<file path="src/rtl/uart_tx_arbiter.sv">
// Two-requester byte arbiter feeding a UART transmitter, with burst-limited fairness.
// Optional cycle watchdog on the transmitter handshake, enabled by defining UART_ARB_TIMEOUT_EN.
module uart_tx_arbiter #(
  parameter int MAX_BURST      = 4,
  parameter int TIMEOUT_CYCLES = 64
) (
  input  logic       baud_clk,
  input  logic       rst_n,
  input  logic       req0_valid,
  input  logic [7:0] req0_data,
  output logic       req0_ready,
  input  logic       req1_valid,
  input  logic [7:0] req1_data,
  output logic       req1_ready,
  output logic       tx_start,
  output logic [7:0] tx_data,
  input  logic       tx_busy,
  output logic [1:0] grant,
  output logic       timeout_err
);

  if (MAX_BURST < 1 || MAX_BURST > 15 || TIMEOUT_CYCLES < 2 || TIMEOUT_CYCLES > 255) begin : g_bad_cfg
    $error("uart_tx_arbiter: parameter out of range");
  end

  typedef enum logic [1:0] {IDLE, START, WAIT_BUSY, WAIT_DONE} state_t;

  localparam logic [3:0] MAX_B = 4'(MAX_BURST);

  state_t          state, state_nxt;
  logic [1:0]      req_valid;
  logic [1:0][7:0] req_data;
  logic [3:0]      burst;
  logic            own, sel, keep_own, accept, abort;

  assign req_valid = {req1_valid, req0_valid};
  assign req_data  = {req1_data, req0_data};
  assign own       = grant[1];

  // burst==0 only right after reset: the nominal owner has no burst yet, so req0 wins a tie
  assign keep_own = req_valid[own] && (burst != 4'd0) && (burst < MAX_B);
  assign sel      = (req_valid[~own] && !keep_own) ? ~own : own;
  assign accept   = rst_n && (state == IDLE) && req_valid[sel];

  assign req0_ready = accept && !sel;
  assign req1_ready = accept && sel;

  always_comb begin
    state_nxt = state;
    tx_start  = 1'b0;
    case (state)
      IDLE:      if (accept) state_nxt = START;
      START:     begin
                   tx_start  = 1'b1;
                   state_nxt = WAIT_BUSY;
                 end
      WAIT_BUSY: if (tx_busy) state_nxt = WAIT_DONE;
      WAIT_DONE: if (!tx_busy) state_nxt = IDLE;
      default:   state_nxt = IDLE;
    endcase
    if (abort) state_nxt = IDLE;
  end

  always_ff @(posedge baud_clk) begin
    if (!rst_n) begin
      state   <= IDLE;
      tx_data <= 8'h00;
      grant   <= 2'b10;
      burst   <= 4'd0;
    end else begin
      state <= state_nxt;
      if (accept) begin
        tx_data <= req_data[sel];
        grant   <= sel ? 2'b10 : 2'b01;
        if (sel != own)       burst <= 4'd1;
        else if (burst < MAX_B) burst <= burst + 4'd1;
      end
    end
  end

`ifdef UART_ARB_TIMEOUT_EN
  localparam logic [7:0] WD_LAST = 8'(TIMEOUT_CYCLES - 1);

  logic [7:0] wd_cnt;
  logic       waiting;

  assign waiting = (state == WAIT_BUSY) || (state == WAIT_DONE);
  // abort on the cycle the count would reach the limit; the error pulse lands with the return to IDLE
  assign abort   = waiting && (wd_cnt == WD_LAST);

  always_ff @(posedge baud_clk) begin
    if (!rst_n) begin
      wd_cnt      <= 8'd0;
      timeout_err <= 1'b0;
    end else begin
      timeout_err <= abort;
      if (state == START) wd_cnt <= 8'd0;
      else if (waiting)   wd_cnt <= wd_cnt + 8'd1;
    end
  end
`else
  assign abort       = 1'b0;
  assign timeout_err = 1'b0;
`endif

endmodule

</file>
<file path="config.mk">
export PLATFORM = sky130hd
export DESIGN_NAME = uart_tx_arbiter
export DESIGN_NICKNAME = d
export VERILOG_FILES = /design/src/rtl/uart_tx_arbiter.sv
export SDC_FILE = /design/constraint.sdc
export NUM_CORES = 1
export LEC_CHECK = 0
export CORE_UTILIZATION = 60
export CTS_BUF_LIST = sky130_fd_sc_hd__clkbuf_8
export DETAILED_ROUTE_END_ITERATION = 6
export DONT_BUFFER_PORTS = 1
export MAX_ROUTING_LAYER = met4
export PLACE_DENSITY = 0.76
export SLEW_MARGIN = 20
export SYNTH_ARGS = -nofsm -noshare
export SYNTH_HDL_FRONTEND = slang
export SYNTH_SLANG_ARGS = --single-unit
</file>
<file path="constraint.sdc">
create_clock -name baud_clk -period 5.95 [get_ports baud_clk]
set_input_delay 1.4875 -clock baud_clk [delete_from_list [all_inputs] [get_ports baud_clk]]
set_output_delay 1.4875 -clock baud_clk [all_outputs]
set_load 0.02 [all_outputs]
</file>
# --- Word-level counts from Yosys, hierarchy flattened ---
# Index checks and enable logic that the tools add are counted.
# Widths: inputs -> output; s select.
op_classes:
  addsub: 1
  n_reduce_logical: 14
  n_eq_ne: 7
  bitwise_logic: 1
  magnitude_cmp: 4
  mux: 17
ops:
  columns: ["op", "count"]
  rows:
  - ["$mux 8", 2]
  - ["$mux 1", 8]
  - ["$mux 2", 4]
  - ["$mux 4", 2]
  - ["$pmux 2 s4", 1]
  - ["$logic_and 1x1->1", 7]
  - ["$lt 1x2->1 const B", 3]
  - ["$ne 2x2->1 const B", 3]
  - ["$add 4x1->4 const B", 1]
  - ["$eq 2x2->1 const B", 2]
  - ["$lt 4x3->1 const B", 1]
  - ["$reduce_bool 4->1", 1]
  - ["$reduce_and 3->1", 1]
  - ["$eq 2x1->1 const B", 1]
  - ["$logic_not 1->1", 2]
  - ["$logic_not 2->1", 1]
  - ["$reduce_and 2->1", 1]
  - ["$reduce_bool 2->1", 1]
  - ["$ne 1x1->1", 1]
  - ["$not 1->1", 1]
totals:
  in_bits: 21
  out_inout_bits: 14
  elab_cells: 48
  register_bits: 16

# --- Depth between registers and ports, before layout ---
logic_depth:
  ltp_word: 12
  depth_mapped: 7
  ltp_nobuf: 6

# --- Worst setup path after synthesis ---
# No wires, ideal clock.
synth_timing:
  path_type: "in2out"
  from: "input port req1_valid"
  to: "output port req1_ready"
  t_required_ns: 4.463
  cell_stages: 3
  setup_slack_ns: 2.054
  n_path_buf: 1
  arrival_ns: 2.409
  cell_sequence: "clkbuf_1 > nand2_1 > nor3b_2"
synth_between:
  elab_chain_cells: 11
  elab_cells_between_ends: 13
  cone_classes: "7 x mux; 6 x reduce/logical"
synth_rtl:
  columns: ["item", "line_no", "text"]
  rows:
  - ["from (decl)", "12", "input logic req1_valid,"]
  - ["$mux 1 (implied by the code) (2 in a row)", "41", "assign keep_own = req_valid[own] && (burst != 4'd0) && (burst < MAX_B);"]
  - ["$logic_and 1x1->1 (2 in a row)", "41", null]
  - ["$logic_not 1->1", "42", "assign sel = (req_valid[~own] && !keep_own) ? ~own : own;"]
  - ["$logic_and 1x1->1", "42", null]
  - ["$mux 1", "42", null]
  - ["$mux 1 (implied by the code) (2 in a row)", "43", "assign accept = rst_n && (state == IDLE) && req_valid[sel];"]
  - ["$logic_and 1x1->1", "43", null]
  - ["$logic_and 1x1->1 (*)", "46", "assign req1_ready = accept && sel;"]
  - ["to (decl)", "14", "output logic req1_ready,"]
# Every way passes the cells marked *; elsewhere a longest branch is shown, timed or not. The select of a mux whose other input is x is not followed.

# --- Worst setup path after layout ---
layout_timing:
  from: "input port req0_valid"
  to: "output port req1_ready"
layout_between:
  elab_chain_cells: 11
  elab_cells_between_ends: 13
  cone_classes: "7 x mux; 6 x reduce/logical"
layout_rtl:
  columns: ["item", "line_no", "text"]
  rows:
  - ["from (decl)", "9", "input logic req0_valid,"]
  - ["$mux 1 (implied by the code) (2 in a row)", "41", null]
  - ["$logic_and 1x1->1 (2 in a row)", "41", null]
  - ["$logic_not 1->1", "42", null]
  - ["$logic_and 1x1->1", "42", null]
  - ["$mux 1", "42", null]
  - ["$mux 1 (implied by the code) (2 in a row)", "43", null]
  - ["$logic_and 1x1->1", "43", null]
  - ["$logic_and 1x1->1 (*)", "46", null]
# Marks and branches as above.

==> metrics.yaml <==
status:
  status: "finished clean"
global_routing:
  grt-ovfl-total: 0
  grt_first_pass_wirelength_um: 2530
  met2_usage: 0.417
  grt.busiest_layer: "met2"
  use_met1: 0.248
  antenna_found_initial: 0
  track_usage: 0.251
  grt_use_met3: 0.0722
  grt_max_degree: 20
  grt_pass1_vias: 632
sta:
  drv_slew: 0
  post-route-period-util: 0.632
  clock.fmax_ghz: 0.266
  max_slew_margin: 0.489
  rsz0062_at_grt: "no"
  finalHoldViolCount: 0
  whs_ns: 0.514
  tns_ns: 0
  fin_skew_ns: 0.00166
  finalCriticalPeriod_ns: 3.76
  tightest_slew_ns: 0.762
  finalSetupViolations: 0
final_layout:
  antenna_cells: 0
  fillCellCount: 116
  multi_input_area_um2: 520
  nets: 123
  final_util: 0.684
  layout-drive-gt1-share: 0.0860
  area_growth_pct: 3.36
  regArea_um2: 320
power:
  ir_drop_mv: 0.261
  leakage_uw: 0.000434
  powerDensity_nw_per_um2: 478
routing:
  via_per_inst: 6.97
  ant_nets: 0
  drt_wl_total_um: 1790
  drc: 0
  num_vias: 753
  wire_per_inst_um: 16.6
  drt_iter0_drc: 11
  drt-pass1-iter-count: 4
synthesis:
  syn_inst: 95
  yosys_warnings: 0
  yosysUniqueCellTypes: 37
  synth_nets: 123
  synth-seq-area-share: 0.359
  yosysTopAreaCell: "dfxtp_1"
  syn_area_um2: 893
  ys_seq_elements: 16
  synthTopCellsByArea: "dfxtp_1 36%, ha_1 9.8%, a221o_1 7.8%, and3_1 5.6%, mux2i_1 3.4%"
  synth_top_area_frac: 0.359
  synth_area_per_cell_um2: 9.40
clock_tree:
  cts_sinks: 16
  cts_resized: 0
  htreeDepth: 1
  cts_hold_buf: 0
  path_clk_slew_ns: 0.06
  root_buffer: "clkbuf_8"
  clock_path_buffers: 2
  cts_setup_buffers: 0
  numCtsBuffers: 3
  clk_latency_ns: 0.25
  cts_tree: "yes"
floorplanning:
  core_area_um2: 1350
  die_w_um: 40.6
  io_pins: 35
  dieArea_um2: 1650
  core.rowCount: 13
  die_h_um: 40.6
  initial_core_util: 0.662
critical_path:
  crit_path_end_kind: "primary output"
  r2r_slack_ns: 3.89
  r2r_cells: 6
  crit_path_start_kind: "input port"
  cp_max_fo: 11
  criticalPathCategory: "in -> out"
  r2r_start: "burst[0]"
  arrival_ns: 2.27
  worstPathRequired_ns: 4.46
  r2r_end: "tx_data[0]"
min_path:
  hold_path_startpoint: "burst[1]"
  hold_path.class: "reg -> reg"
  min_path_cells: 2
  holdPathEnd: "burst[1]"
job:
  max-cap-violations: 0
placement:
  dp_hpwl_um: 1300
  io_buffers: 0
  place_congestion: 0.816
-- worst max path at each step --
stage | end | cells after the start | startpoint | slack, ns
floorplan | req1_ready | 3 | req1_valid | 2.05
detailed placement | req1_ready | 3 | req0_valid | 2.20
global route | req1_ready | 3 | req0_valid | 2.08
finish | req1_ready | 3 | req0_valid | 2.19
global placement | req1_ready | 3 | req0_valid | 2.23
CTS | req1_ready | 3 | req0_valid | 2.19
-- report_power, final --
group | switching (uW) | leakage (uW) | internal [uW]
combinational | 100 | 0.000281 | 72.0
clock | 34.6 | 0.0000216 | 44.9
sequential | 50.7 | 0.000132 | 139
-- sequential cells by signal, summed over array words and instances, names as in the netlist --
register	cells
tx_data	8
burst	4
grant	2
state	2
-- cell type report --
type	count	share of cell area
clock buffer	3	0.0447
multi-input combinational	68	0.564
tap	15	0.0203
inverter	6	0.0244
sequential	16	0.347
-- logic make-up after synthesis --
| logic type | count (synthesis) | share of synthesized area |
|---|---|---|
| compound gates | 28 | 0.248 |
| buf+inv | 11 | 0.0588 |
| mux | 3 | 0.0336 |
| fa+ha+maj | 7 | 0.0980 |
| simple gates | 29 | 0.199 |
| other cells | 1 | 0.00420 |
| flops | 16 | 0.359 |
-- cell usage after synthesis --
cell type  instances
a211oi_1           1
nor3b_1            1
o21ai_0            2
and3_1             8
o211a_1            2
o211ai_1           1
or2_2              1
conb_1             1
dfxtp_1           16
o21ai_1            2
buf_4              1
a211o_1            1
buf_6              1
nand2b_1           2
nor3b_2            1
nor2_1             2
nor3_1             1
nor2b_1            2
nand3_2            1
o31ai_2            1
nand4_1            1
o311ai_0           1
clkbuf_1           3
and4_1             1
nand2_1            6
o22ai_1            1
a21oi_1            4
a31oi_1            2
mux2i_1            3
ha_1               7
inv_1              6
o31a_1             1
a221o_1            7
or4_4              1
o21ba_1            1
a32oi_1            1
nand3_1            1
-- critical path, stage by stage --
cell and delay (ns):
inv_1 0.07, a21oi_1 0.05, nor3b_2 0.66
-- routing by layer --
layer	share of wire	vias to the layer above
li1	-	353
met1	0.42	355
met2	0.48	40
met3	0.077	5
met4	0.020	0
met5	0	-
-- cell usage in the layout (no fill, tap or decap), types with 2 or more instances in the layout --
master     n
inv_1      6
o211a_1    2
a21oi_1    4
dfxtp_1   16
nand2_1    6
nor2b_1    2
a31oi_1    2
ha_1       7
nand2b_1   2
and3_1     8
a221o_1    7
nor2_1     2
o21ai_1    2
mux2i_1    3
clkbuf_8   3
o21ai_0    2
-- through the flow --
stage,std cells,area (um^2),power [uW],setup slack (ns)
final,108,923,442,2.19
after global routing,108,923,475,2.08
after CTS,108,923,446,2.19
after detailed placement,105,882,364,2.20
after global placement,105,882,356,2.23
after floorplan,95,893,333,2.05
Power figures use the tool's default switching activity.
